`src/rtl/fsm_pkg.sv`:
```
// rtl/fsm_pkg.sv - state type, one-hot status encodings and decode helper for fsm
package fsm_pkg;

  typedef enum logic [1:0] {
    ST_IDLE  = 2'd0,
    ST_READ  = 2'd1,
    ST_WRITE = 2'd2
  } fsm_state_t;

  // {idle, read, write} status flags
  localparam logic [2:0] OUT_IDLE  = 3'b100;
  localparam logic [2:0] OUT_READ  = 3'b010;
  localparam logic [2:0] OUT_WRITE = 3'b001;

  // Status flags shown while sitting in a given state; unknown encodings read as idle
  function automatic logic [2:0] decode_flags(input fsm_state_t s);
    case (s)
      ST_READ:  decode_flags = OUT_READ;
      ST_WRITE: decode_flags = OUT_WRITE;
      default:  decode_flags = OUT_IDLE;
    endcase
  endfunction

endpackage

```
`src/rtl/fsm_timer.sv`:
```
// rtl/fsm_timer.sv - no-ack cycle counter for the active phase (built only with FSM_TIMEOUT_EN)
module fsm_timer #(
  parameter int TIMEOUT_CYCLES = 16
) (
  input  logic clk,
  input  logic resetn,
  input  logic clr,
  input  logic en,
  output logic expired
);

  localparam int          W    = $clog2(TIMEOUT_CYCLES + 1);
  localparam logic [W-1:0] LAST = W'(TIMEOUT_CYCLES - 1);

  logic [W-1:0] cnt;

  // cnt holds the number of completed no-ack cycles in the current phase
  always_ff @(posedge clk) begin
    if (resetn || clr) begin
      cnt <= '0;
    end else if (en) begin
      cnt <= cnt + 1'b1;
    end
  end

  // the current no-ack cycle is the TIMEOUT_CYCLES-th one
  assign expired = en && (cnt == LAST);

endmodule

```
`src/rtl/fsm.sv`:
```
// rtl/fsm.sv - req/ack bus-transaction controller (IDLE/READ/WRITE); FSM_TIMEOUT_EN adds the ack timeout abort
module fsm
  import fsm_pkg::*;
#(
  parameter int TIMEOUT_CYCLES = 16
) (
  input  logic clk,
  input  logic resetn,
  input  logic req,
  input  logic we,
  input  logic ack,
  output logic idle,
  output logic read,
  output logic write,
  output logic timeout
);

  fsm_state_t state;
  logic [2:0] flags;
  logic       expired;
  logic       busy;

  assign busy = (state == ST_READ) || (state == ST_WRITE);

  // Elaboration guard: the timer cannot represent a zero-cycle limit
  if (TIMEOUT_CYCLES < 1) begin : g_bad_timeout
    $error("fsm: TIMEOUT_CYCLES must be >= 1");
  end

`ifdef FSM_TIMEOUT_EN
  fsm_timer #(
    .TIMEOUT_CYCLES(TIMEOUT_CYCLES)
  ) u_timer (
    .clk     (clk),
    .resetn  (resetn),
    .clr     (!busy),
    .en      (busy && !ack),
    .expired (expired)
  );
`else
  assign expired = 1'b0;
`endif

  // State register with registered one-hot flags and the timeout pulse
  always_ff @(posedge clk) begin
    if (resetn) begin
      state   <= ST_IDLE;
      flags   <= OUT_IDLE;
      timeout <= 1'b0;
    end else begin
      timeout <= 1'b0;
      case (state)
        ST_IDLE: begin
          if (req && we) begin
            state <= ST_WRITE;
            flags <= decode_flags(ST_WRITE);
          end else if (req) begin
            state <= ST_READ;
            flags <= decode_flags(ST_READ);
          end else begin
            state <= ST_IDLE;
            flags <= decode_flags(ST_IDLE);
          end
        end
        ST_READ, ST_WRITE: begin
          // ack takes priority, so an ack on the expiring cycle is a normal finish
          if (ack) begin
            state <= ST_IDLE;
            flags <= decode_flags(ST_IDLE);
          end else if (expired) begin
            state   <= ST_IDLE;
            flags   <= decode_flags(ST_IDLE);
            timeout <= 1'b1;
          end else begin
            state <= state;
            flags <= decode_flags(state);
          end
        end
        default: begin
          state <= ST_IDLE;
          flags <= decode_flags(ST_IDLE);
        end
      endcase
    end
  end

  assign {idle, read, write} = flags;

endmodule

```
`config.mk`:
```
export PLATFORM = sky130hd
export DESIGN_NAME = fsm
export DESIGN_NICKNAME = d
export VERILOG_FILES = /design/src/rtl/fsm_pkg.sv /design/src/rtl/fsm_timer.sv /design/src/rtl/fsm.sv
export SDC_FILE = /design/constraint.sdc
export NUM_CORES = 1
export LEC_CHECK = 0
export BUFFER_PORTS_ARGS = -buffer_cell sky130_fd_sc_hd__clkbuf_2
export CAP_MARGIN = 25
export CORE_AREA = 4 4 41 43
export DETAILED_ROUTE_END_ITERATION = 8
export DIE_AREA = 0 0 45 47
export PLACE_DENSITY = 0.39
export SYNTH_ARGS = -nofsm -noshare
export SYNTH_HDL_FRONTEND = slang
export SYNTH_SLANG_ARGS = --single-unit
```
`constraint.sdc`:
```
create_clock -name clk -period 1.33 [get_ports clk]
set_clock_uncertainty 0.2 [all_clocks]
set_input_delay 0.133 -clock clk [delete_from_list [all_inputs] [get_ports clk]]
set_output_delay 0.133 -clock clk [all_outputs]
set_load 0.05 [all_outputs]
```
==> impl_metrics.ini <==
[grt]
grt_overflow_total = 0
antenna_found_initial = 0
track_usage_pct = 8.30
grt_pass1_wl_um = 1100
grt_pass1_vias = 263
grt_start_max_net_pins = 8

[routing]
drt-total-wl_um = 676
routedWlPerCell_um = 11.1
drc = 0
drt_iter0_markers = 2
dr.pass1.iters = 3
postRouteAntennaNets = 0
routed_via_density = 4.28
via_count = 261

[timing]
maxSlewViolCount = 0
setup_viol = 0
final.period_utilization_pct = 99.8
rsz0062_at_grt = true
max_freq_mhz = 753
finalHoldViolCount = 0
min_period_ns = 1.33
finalSetupTns_ns = 0

[floorplan]
die_area_mm2 = 0.00212
dieHeight_um = 47
start_util_pct = 21.2
io_pins = 9
row_count = 13
dieWidth_um = 45
design.core.area_mm2 = 0.00130

[power]
ir_worst_vdd_v = 0.000273
comb_power_share_pct = 23.0
power.leakage_uw = 0.000199
switchingPower_uw = 143
power.density_mw_per_mm2 = 1020
p_seq_share_pct = 35.3
p_int_uw = 322
pwr-share-clk_pct = 41.7
p_sw_share_pct = 30.7

[cells_and_area]
fin_area_um2 = 457
area_growth_pct = 65.2
layout-drive-gt1-share_pct = 52.2
nets = 56
diodes = 0
layout_common_cells = clkbuf_2 (7), buf_4 (6), dlygate4sd3_1 (4)
layout_commonest_cell = clkbuf_2

[placement]
place_area_um2 = 367
io_buffers = 7
place_congestion = 0.657
place_hpwl_um = 482

[status]
status = complete, no violations

[clocking]
cts-root-buf = clkbuf_4
insertion_delay_ns = 0.26
cts_buffers = 3
clock_path_buffers = 2
clkSinkCount = 5
cts_htree_levels = 1
clk_pin_slew_worst_paths_ns = 0.05
tritoncts = built

[worst_setup_path]
cp_data_required_time_ns = 1.27
r2r-end = flags[2]
cp_max_fo = 5
r2r_cells = 3
worstPathArrival_ns = 1.27
end_kind = register
cp-start-kind = register
path_class = register to register
regToRegStartpoint = state[1]
reg2reg_slack_ns = 0.002

[worst_hold_path]
min_from = state[0]
hold_end = flags[2]
min_path_cells = 2
holdCritPathClass = register to register

[yosys]
syn_area_um2 = 277
yosysWarnings = 0
ys_seq_area_share_pct = 36.2
yosysUniqueCellTypes = 14
syn_nets = 35
syn_avg_cell_area_um2 = 10.6
synth_area_leaders = dfxtp_1 (36%), ha_1 (18%), nand4bb_1 (8.1%)
yosys.area.top_type = dfxtp_1
ys_ff_latch = 5
netlist_instances = 26
yosysTopAreaCellShare_pct = 36.2

[job]
maxCapViolations = 0
## repair_timing
item | in CTS | in global routing
cloned | 0 | 0
buffers inserted | 1 | 1
hold buffers | 4 | 0
endpoints found under the hold margin | 5 | 0
pin swaps | 1 | 2
gates resized for setup | 2 | 2
endpoints found under the setup margin | 3 | 3
## power by group through the flow
stage	clock network (uW)	registers, uW	logic, uW
2_1_floorplan	0	188	40.3
3_3_place_gp	0	167	90.6
3_5_place_dp	0	167	89.4
4_1_cts	195	164	103
5_1_grt	212	165	114
6_report	194	164	107
## how the worst max path moves through the flow
stage,to,slack [ns],from,cells after the start
after floorplan,flags[2],0.02,state[1],3
after global placement,state[1],-0.06,state[1],4
after detailed placement,flags[2],-0.03,state[1],3
after CTS,flags[2],0.01,state[0],3
after global routing,flags[2],-0.03,state[1],3
final,flags[2],0.002,state[1],3
## critical path, cell delays in order (launching register included)
cell      delay (ns)
dfxtp_2         0.35
inv_2           0.06
ha_4            0.25
a2111o_1        0.36
## state kept, by name, indices dropped and copies added, names as in the netlist
signal	cells
flags	3
state	2
## stage by stage
| step | std cells | hold WS, ns | setup WS, ns | power, uW | util (%) |
|---|---|---|---|---|---|
| 6_report | 61 | 0.454 | 0.00241 | 465 | 35.1 |
| 5_1_grt | 61 | 0.495 | -0.0299 | 491 | 35.1 |
| 4_1_cts | 60 | 0.441 | 0.0111 | 462 | 33.9 |
| 3_5_place_dp | 51 | 0.191 | -0.0289 | 256 | 28.2 |
| 3_3_place_gp | 51 | 0.191 | -0.0631 | 257 | 28.2 |
| 2_1_floorplan | 26 | -0.00235 | 0.0170 | 228 | - |
## Yosys cell counts
cell type  number
dfxtp_1         5
ha_1            4
inv_1           2
nand3b_1        2
nand4bb_1       2
nor2b_1         2
o31ai_1         2
a2111o_1        1
a211oi_1        1
a211oi_2        1
buf_4           1
conb_1          1
nand2b_1        1
nand3_1         1
## layer usage
layer / share of wire [%] / global-route usage [%]
met1: 41 / 7.74
met2: 47 / 12.4
met3: 6.5 / 3.45
met4: 5.3 / 10.5
met5: 0 / 0
## layout make-up
cell class	count	area, um2
inverter	2	7.51
timing repair buffer	17	120
multi-input combinational	18	181
sequential	5	103
clock buffer	4	26.3
tap	15	18.8
fill	144	845
## cell families after synthesis
kind of cell / count (synthesis) / synth area share, %
buffers and inverters: 3 / 5.43
flip-flops: 5 / 36.2
AO/OA/AOI/OAI: 5 / 16.7
AND/OR/NAND/NOR: 8 / 22.2
other: 1 / 1.36
adder cells (fa/ha/maj): 4 / 18.1
Power figures use the tool's default switching activity.
